### src/rtl/mig7_traffic_pkg.sv
// Shared types, MIG command codes and the traffic pattern generator for mig7_traffic_engine.
package mig7_traffic_pkg;

  typedef enum logic [2:0] {IDLE, CALIB, WRITE, READ, DRAIN, FIN} state_t;

  localparam logic [2:0] CMD_WRITE = 3'b000;
  localparam logic [2:0] CMD_READ  = 3'b001;

  // Widest word the generator produces; callers size-cast down to their DATA_WIDTH.
  localparam int unsigned PAT_MAX_LANES = 32;
  localparam int unsigned PAT_MAX_W     = PAT_MAX_LANES * 32;

  // Lane k of word idx is seed ^ {idx, k}.
  function automatic logic [PAT_MAX_W-1:0] pattern_word(input logic [31:0] seed,
                                                        input logic [23:0] idx);
    logic [PAT_MAX_W-1:0] w;
    for (int k = 0; k < PAT_MAX_LANES; k++) begin
      w[k*32 +: 32] = seed ^ {idx, 8'(k)};
    end
    return w;
  endfunction

endpackage

### src/rtl/mig7_traffic_checker.sv
// In-order read-return checker: pattern compare, saturating error counter and, with
// MIG7_TRAFFIC_ERR_CAPTURE_EN defined, capture of the first mismatching word.
module mig7_traffic_checker
  import mig7_traffic_pkg::*;
#(
`ifdef MIG7_TRAFFIC_ERR_CAPTURE_EN
  parameter int unsigned ADDR_WIDTH = 28,
  parameter logic [ADDR_WIDTH-1:0] BASE_ADDR = '0,
  parameter int unsigned ADDR_STEP = 8,
`endif
  parameter int unsigned DATA_WIDTH = 128,
  parameter int unsigned SPAN_WORDS = 1024,
  parameter int unsigned ERR_WIDTH  = 32,
  parameter int unsigned CNT_W      = 11
) (
  input  logic                  clk,
  input  logic                  rst,
  input  logic                  clear,
  input  logic                  active,
  input  logic [31:0]           seed,
  input  logic [DATA_WIDTH-1:0] rd_data,
  input  logic                  rd_valid,
`ifdef MIG7_TRAFFIC_ERR_CAPTURE_EN
  output logic [ADDR_WIDTH-1:0] err_addr,
  output logic [DATA_WIDTH-1:0] err_exp,
  output logic [DATA_WIDTH-1:0] err_got,
`endif
  output logic [CNT_W-1:0]      ret_count,
  output logic [ERR_WIDTH-1:0]  err_count
);

  logic [CNT_W-1:0]      qi_q;
  logic [ERR_WIDTH-1:0]  err_q;
  logic [DATA_WIDTH-1:0] exp_data;
  logic                  hit, miss, miss_q;

  assign exp_data = DATA_WIDTH'(pattern_word(seed, 24'(qi_q)));
  // Returns beyond the window are dropped so qi never runs past SPAN_WORDS.
  assign hit      = active && rd_valid && (qi_q != CNT_W'(SPAN_WORDS));
  assign miss     = hit && (rd_data != exp_data);

  always_ff @(posedge clk) begin
    if (rst || clear) begin
      qi_q   <= '0;
      miss_q <= 1'b0;
      err_q  <= '0;
    end else begin
      miss_q <= miss;
      if (hit) qi_q <= qi_q + CNT_W'(1);
      if (miss_q && (err_q != '1)) err_q <= err_q + ERR_WIDTH'(1);
    end
  end

  assign ret_count = qi_q;
  assign err_count = err_q;

`ifdef MIG7_TRAFFIC_ERR_CAPTURE_EN
  logic [ADDR_WIDTH-1:0] ret_addr_q;
  logic                  captured_q;

  always_ff @(posedge clk) begin
    if (rst || clear) begin
      ret_addr_q <= BASE_ADDR;
      captured_q <= 1'b0;
      err_addr   <= '0;
      err_exp    <= '0;
      err_got    <= '0;
    end else begin
      if (hit) ret_addr_q <= ret_addr_q + ADDR_WIDTH'(ADDR_STEP);
      if (miss && !captured_q) begin
        captured_q <= 1'b1;
        err_addr   <= ret_addr_q;
        err_exp    <= exp_data;
        err_got    <= rd_data;
      end
    end
  end
`endif

endmodule

### src/rtl/mig7_traffic_engine.sv
// Write / read-back / compare traffic engine on the MIG7 app_* interface (ui_clk domain).
// Optional first-error capture ports with MIG7_TRAFFIC_ERR_CAPTURE_EN. DATA_WIDTH <= 1024.
module mig7_traffic_engine
  import mig7_traffic_pkg::*;
#(
  parameter int unsigned ADDR_WIDTH = 28,
  parameter int unsigned DATA_WIDTH = 128,
  parameter logic [ADDR_WIDTH-1:0] BASE_ADDR = '0,
  parameter int unsigned SPAN_WORDS = 1024,
  parameter int unsigned ADDR_STEP  = 8,
  parameter int unsigned ERR_WIDTH  = 32
) (
  input  logic                    clk,
  input  logic                    rst,
  input  logic                    start,
  input  logic [31:0]             seed,
  output logic                    busy,
  output logic                    done,
  output logic                    pass,
  output logic [ERR_WIDTH-1:0]    err_count,
`ifdef MIG7_TRAFFIC_ERR_CAPTURE_EN
  output logic [ADDR_WIDTH-1:0]   err_addr,
  output logic [DATA_WIDTH-1:0]   err_exp,
  output logic [DATA_WIDTH-1:0]   err_got,
`endif
  input  logic                    init_calib_complete,
  output logic [ADDR_WIDTH-1:0]   app_addr,
  output logic [2:0]              app_cmd,
  output logic                    app_en,
  output logic [DATA_WIDTH-1:0]   app_wdf_data,
  output logic                    app_wdf_end,
  output logic [DATA_WIDTH/8-1:0] app_wdf_mask,
  output logic                    app_wdf_wren,
  input  logic [DATA_WIDTH-1:0]   app_rd_data,
  input  logic                    app_rd_data_end,
  input  logic                    app_rd_data_valid,
  input  logic                    app_rdy,
  input  logic                    app_wdf_rdy,
  output logic                    app_sr_req,
  output logic                    app_ref_req,
  output logic                    app_zq_req,
  input  logic                    app_sr_active,
  input  logic                    app_ref_ack,
  input  logic                    app_zq_ack
);

  localparam int unsigned CNT_W = $clog2(SPAN_WORDS + 1);

  state_t                state_q;
  logic [31:0]           seed_q;
  logic [CNT_W-1:0]      wi_q, ri_q, qi;
  logic [ADDR_WIDTH-1:0] addr_q;
  logic [2:0]            cmd_q;
  logic [DATA_WIDTH-1:0] wdata_q;
  logic                  en_q, wren_q, busy_q, done_q, pass_q;
  logic                  start_acc, chk_active, word_done;
  logic [ERR_WIDTH-1:0]  err_cnt;
  logic                  unused_inputs;

  assign start_acc  = (state_q == IDLE) && start;
  assign chk_active = (state_q == READ) || (state_q == DRAIN);
  // Word completes once neither the command nor the data beat is left pending.
  assign word_done  = (!en_q || app_rdy) && (!wren_q || app_wdf_rdy);

  always_ff @(posedge clk) begin
    if (rst) begin
      state_q <= IDLE;
      seed_q  <= '0;
      wi_q    <= '0;
      ri_q    <= '0;
      addr_q  <= '0;
      cmd_q   <= '0;
      wdata_q <= '0;
      en_q    <= 1'b0;
      wren_q  <= 1'b0;
      busy_q  <= 1'b0;
      done_q  <= 1'b0;
      pass_q  <= 1'b0;
    end else begin
      done_q <= 1'b0;
      case (state_q)
        IDLE: begin
          if (start) begin
            seed_q  <= seed;
            busy_q  <= 1'b1;
            pass_q  <= 1'b0;
            state_q <= CALIB;
          end
        end
        CALIB: begin
          if (init_calib_complete) begin
            wi_q    <= '0;
            addr_q  <= BASE_ADDR;
            cmd_q   <= CMD_WRITE;
            wdata_q <= DATA_WIDTH'(pattern_word(seed_q, 24'd0));
            en_q    <= 1'b1;
            wren_q  <= 1'b1;
            state_q <= WRITE;
          end
        end
        WRITE: begin
          if (word_done) begin
            if (wi_q == CNT_W'(SPAN_WORDS - 1)) begin
              ri_q    <= '0;
              addr_q  <= BASE_ADDR;
              cmd_q   <= CMD_READ;
              en_q    <= 1'b1;
              wren_q  <= 1'b0;
              state_q <= READ;
            end else begin
              wi_q    <= wi_q + CNT_W'(1);
              addr_q  <= addr_q + ADDR_WIDTH'(ADDR_STEP);
              wdata_q <= DATA_WIDTH'(pattern_word(seed_q, 24'(wi_q + CNT_W'(1))));
              en_q    <= 1'b1;
              wren_q  <= 1'b1;
            end
          end else begin
            en_q   <= en_q && !app_rdy;
            wren_q <= wren_q && !app_wdf_rdy;
          end
        end
        READ: begin
          if (app_rdy) begin
            if (ri_q == CNT_W'(SPAN_WORDS - 1)) begin
              en_q    <= 1'b0;
              state_q <= DRAIN;
            end else begin
              ri_q   <= ri_q + CNT_W'(1);
              addr_q <= addr_q + ADDR_WIDTH'(ADDR_STEP);
            end
          end
        end
        DRAIN: begin
          if (qi == CNT_W'(SPAN_WORDS)) state_q <= FIN;
        end
        FIN: begin
          // err_count has absorbed the last registered compare by now.
          done_q  <= 1'b1;
          pass_q  <= (err_cnt == '0);
          busy_q  <= 1'b0;
          state_q <= IDLE;
        end
        default: state_q <= IDLE;
      endcase
    end
  end

  mig7_traffic_checker #(
`ifdef MIG7_TRAFFIC_ERR_CAPTURE_EN
    .ADDR_WIDTH (ADDR_WIDTH),
    .BASE_ADDR  (BASE_ADDR),
    .ADDR_STEP  (ADDR_STEP),
`endif
    .DATA_WIDTH (DATA_WIDTH),
    .SPAN_WORDS (SPAN_WORDS),
    .ERR_WIDTH  (ERR_WIDTH),
    .CNT_W      (CNT_W)
  ) u_checker (
    .clk       (clk),
    .rst       (rst),
    .clear     (start_acc),
    .active    (chk_active),
    .seed      (seed_q),
    .rd_data   (app_rd_data),
    .rd_valid  (app_rd_data_valid),
`ifdef MIG7_TRAFFIC_ERR_CAPTURE_EN
    .err_addr  (err_addr),
    .err_exp   (err_exp),
    .err_got   (err_got),
`endif
    .ret_count (qi),
    .err_count (err_cnt)
  );

  assign busy         = busy_q;
  assign done         = done_q;
  assign pass         = pass_q;
  assign err_count    = err_cnt;
  assign app_addr     = addr_q;
  assign app_cmd      = cmd_q;
  assign app_en       = en_q;
  assign app_wdf_data = wdata_q;
  assign app_wdf_wren = wren_q;
  assign app_wdf_end  = wren_q;
  assign app_wdf_mask = '0;
  assign app_sr_req   = 1'b0;
  assign app_ref_req  = 1'b0;
  assign app_zq_req   = 1'b0;

  assign unused_inputs = ^{app_rd_data_end, app_sr_active, app_ref_ack, app_zq_ack};

endmodule
### config.mk
export PLATFORM = sky130hd
export DESIGN_NAME = mig7_traffic_engine
export DESIGN_NICKNAME = d
export VERILOG_FILES = /design/src/rtl/mig7_traffic_pkg.sv /design/src/rtl/mig7_traffic_checker.sv /design/src/rtl/mig7_traffic_engine.sv
export SDC_FILE = /design/constraint.sdc
export NUM_CORES = 1
export LEC_CHECK = 0
export ABC_AREA = 1
export CORE_UTILIZATION = 40
export CTS_CLUSTER_DIAMETER = 120
export DETAILED_ROUTE_END_ITERATION = 6
export GPL_TIMING_DRIVEN = 0
export PLACE_DENSITY_LB_ADDON = 0.05
export SYNTH_ARGS = -nofsm -noshare
export SYNTH_HDL_FRONTEND = slang
export SYNTH_HIERARCHICAL = 1
export SYNTH_SLANG_ARGS = --single-unit
### constraint.sdc
create_clock -name clk -period 2.3 [get_ports clk]
set_clock_uncertainty 0.05 [all_clocks]
set_input_delay 0.69 -clock clk [delete_from_list [all_inputs] [get_ports clk]]
set_output_delay 0.69 -clock clk [all_outputs]
set_load 0.1 [all_outputs]
==> flow_summary_export.csv <==
group,metric,value,unit
status,outcome,"finished clean",
clock_tree,htreeDepth,4,
power_and_ir_drop,powerDensity,1330,nW/um2
critical_path,required,1560,ps
grt,grt_max_degree,17,
place,gp_congestion,0.921,
final_layout,design_area,16300,um2
final_layout,drive_gt1_frac,0.187,
timing,worst_pin_slew,760,ps
place,place_hpwl,32.5,mm
detailed_routing,via_per_inst,4.77,
grt,antenna_found_initial,3,
final_layout,area_delta_synth_final,39.0,%
critical_path,critPathCaptureType,"output pin",
clock_tree,max-clock-path-buffers,2,
critical_path,path_max_fanout,3,
critical_path,r2r_slack,180,ps
synth,ys_seq_area_frac,0.287,
synth,synthCells,1926,
timing,setup_viol,0,
grt,grt_pass1_vias,12200,
critical_path,setup.worst_path.start_class,"flop",
synth,ys_warn_count,6,
final_layout,regArea,3380,um2
detailed_routing,vias,13000,
die,die_w,173,um
clock_tree,clkSinkCount,168,
critical_path,path_class,"flop to output pin",
place,port-buffer-count,358,
power_and_ir_drop,ir_drop,1.57,mV
detailed_routing,drtAntennaViolNets,0,
clock_tree,clkTransAtPathRegs,70,ps
critical_path,arrival,1520,ps
die,core_area,28800,um2
clock_tree,root_buffer,"clkbuf_16",
timing,post-route-period-util,0.985,
synth,postSynthAreaPerCell,6.08,um2
detailed_routing,drc,0,
clock_tree,clock_latency,440,ps
place,place_area,15900,um2
synth,synth.top_cells.by_area,"dfxtp_1 (29%), nand2_1 (20%), buf_4 (7.6%)",
grt,track_usage,0.269,
die,io-pin-count,387,
final_layout,nets,2507,
detailed_routing,wl,40.7,mm
grt,grt_pass1_wl,63.7,mm
power_and_ir_drop,p_leak,7.35,nW
synth,synth_edf_count,0,
synth,yosysMostFrequentCell,"nand2_1",
final_layout,fillCellCount,2896,
timing,fin_crit,2260,ps
synth,syn_area,11700,um2
synth,synth_area_leader_cell,"dfxtp_1",
timing,fmax,0.442,GHz
die,die_area,30000,um2
clock_tree,cts_made_buffers,17,
detailed_routing,drtIter0Drc,808,
clock_tree,cts_hold_buffers,0,
synth,yosys-top-cells-count,"nand2_1 (616), nor2_1 (234), inv_1 (223)",
clock_tree,tritoncts,"done",
die,start_util,0.407,
timing,holdWs,419,ps
detailed_routing,firstDrtPassIters,7,
die,die_h,173,um
job,cap_violations,0,
synth,synth_top_area_share,0.287,
detailed_routing,wl_per_cell,14.9,um
timing,drv_slew,0,
timing,relSlewSlack,0.493,
synth,synth_seq_cells,168,
synth,synth_ff_type,"dfxtp_1",
timing,hold_violations,0,
final_layout,multi_input_area,6380,um2
synth,async_flop_share,0,
place,placedCellCount,2691,
grt,grt-ovfl-total,0,
hold_path,hp-class,"flop to flop",
synth,synth_cell_types,41,
final_layout,fin_cells,2730,
die,row_count,62,
## through the flow
stage / utilization / TNS (ps) / setup WS, ps / total power [mW]
6_report: 0.565 / 0 / 35.2 / 21.6
3_3_place_gp: 0.551 / -71480 / -1230 / 19.1
3_5_place_dp: 0.551 / -72520 / -1280 / 19.2
5_1_grt: 0.565 / -6.96 / -4.33 / 22.6
2_1_floorplan: - / -30.8 / -30.8 / 15.6
4_1_cts: 0.569 / 0 / 0.866 / 21.8
## repair_timing
item | CTS | global route
pin swaps | 1 | 1
setup buffers | 2 | 2
endpoints found under the setup margin | 238 | 95
gates resized for setup | 707 | 71
## metal layers
metal / routed length [um] / up-vias / global-route usage
li1: - / 6674 / -
met1: 17400 / 5814 / 0.340
met2: 19400 / 473 / 0.461
met3: 2930 / 58 / 0.0539
met4: 956 / 0 / 0.0822
met5: 0 / - / 0
## flip-flops by register name, summed over array words and instances (netlist names)
register	flops
app_addr	25
app_cmd	1
app_en	1
app_wdf_data	36
app_wdf_end	1
busy	1
done	1
pass	1
ri_q	11
seed_q	32
state_q	3
u_checker/err_count	32
u_checker/miss_q	1
u_checker/ret_count	11
wi_q	11
## cell type report
type / count / area share
clock buffers: 18 / 0.0270
plain buffers: 171 / 0.0740
repair buffers: 362 / 0.204
well taps: 384 / 0.0295
diodes: 3 / 0.000461
clock inverters: 14 / 0.0100
flip-flops and latches: 168 / 0.207
multi-input cells: 1375 / 0.392
inverters: 235 / 0.0550
## cell families after synthesis
family                   Yosys count  share of synthesized area
AO/OA/AOI/OAI                    230                      0.101
flip-flops                       168                      0.287
AND/OR/NAND/NOR                 1038                      0.370
other                              1                   0.000320
XOR/XNOR                          77                     0.0576
buffers and inverters            406                      0.177
adder cells (fa/ha/maj)            6                    0.00641
## critical path, cell delays in order, from the launching register on
cell and delay (ps):
dfxtp_1 420, buf_4 140, clkdlybuf4s18_2 530
## path summary, 6_finish.rpt
check,from,to,cells past startpoint
worst min-delay path,app_wdf_data[97],app_wdf_data[97],2
worst min register to register,app_wdf_data[97],app_wdf_data[97],2
worst max-delay path,app_wdf_data[64],app_wdf_data[64],2
worst max register to register,wi_q[0],app_addr[19],11
## report_power, final
part           leakage [nW]  total [mW]  switching [mW]  internal [mW]
clock network         0.299        2.99            1.33           1.66
logic                  5.68        14.3            10.9           3.36
registers              1.37        4.34           0.845           3.50
## cells in the final DEF, fill, tap and decap left out, types with 3 or more instances in the layout
| cell | n |
|---|---|
| clkbuf_4 | 3 |
| clkinv_4 | 4 |
| dfxtp_1 | 158 |
| o21bai_1 | 4 |
| o21ai_0 | 91 |
| nand3_1 | 71 |
| nand2_1 | 614 |
| nor4_1 | 11 |
| and3_1 | 4 |
| nor3_1 | 26 |
| inv_6 | 4 |
| clkbuf_2 | 5 |
| xor2_1 | 42 |
| nor2_2 | 5 |
| nor2_4 | 9 |
| nor2_1 | 234 |
| inv_1 | 221 |
| conb_1 | 24 |
| dfxtp_2 | 10 |
| nand3b_1 | 9 |
| nand2_2 | 8 |
| clkbuf_1 | 18 |
| buf_4 | 143 |
| nor3b_1 | 3 |
| ha_1 | 6 |
| nand4_1 | 32 |
| clkdlybuf4s50_1 | 166 |
| buf_2 | 83 |
| a21oi_1 | 126 |
| clkbuf_16 | 17 |
| nand3_2 | 4 |
| o21ai_1 | 4 |
| xnor2_1 | 35 |
| clkdlybuf4s18_2 | 11 |
| clkdlybuf4s15_2 | 91 |
| diode_2 | 3 |
| inv_2 | 10 |
| buf_6 | 11 |
Power figures use the tool's default switching activity.
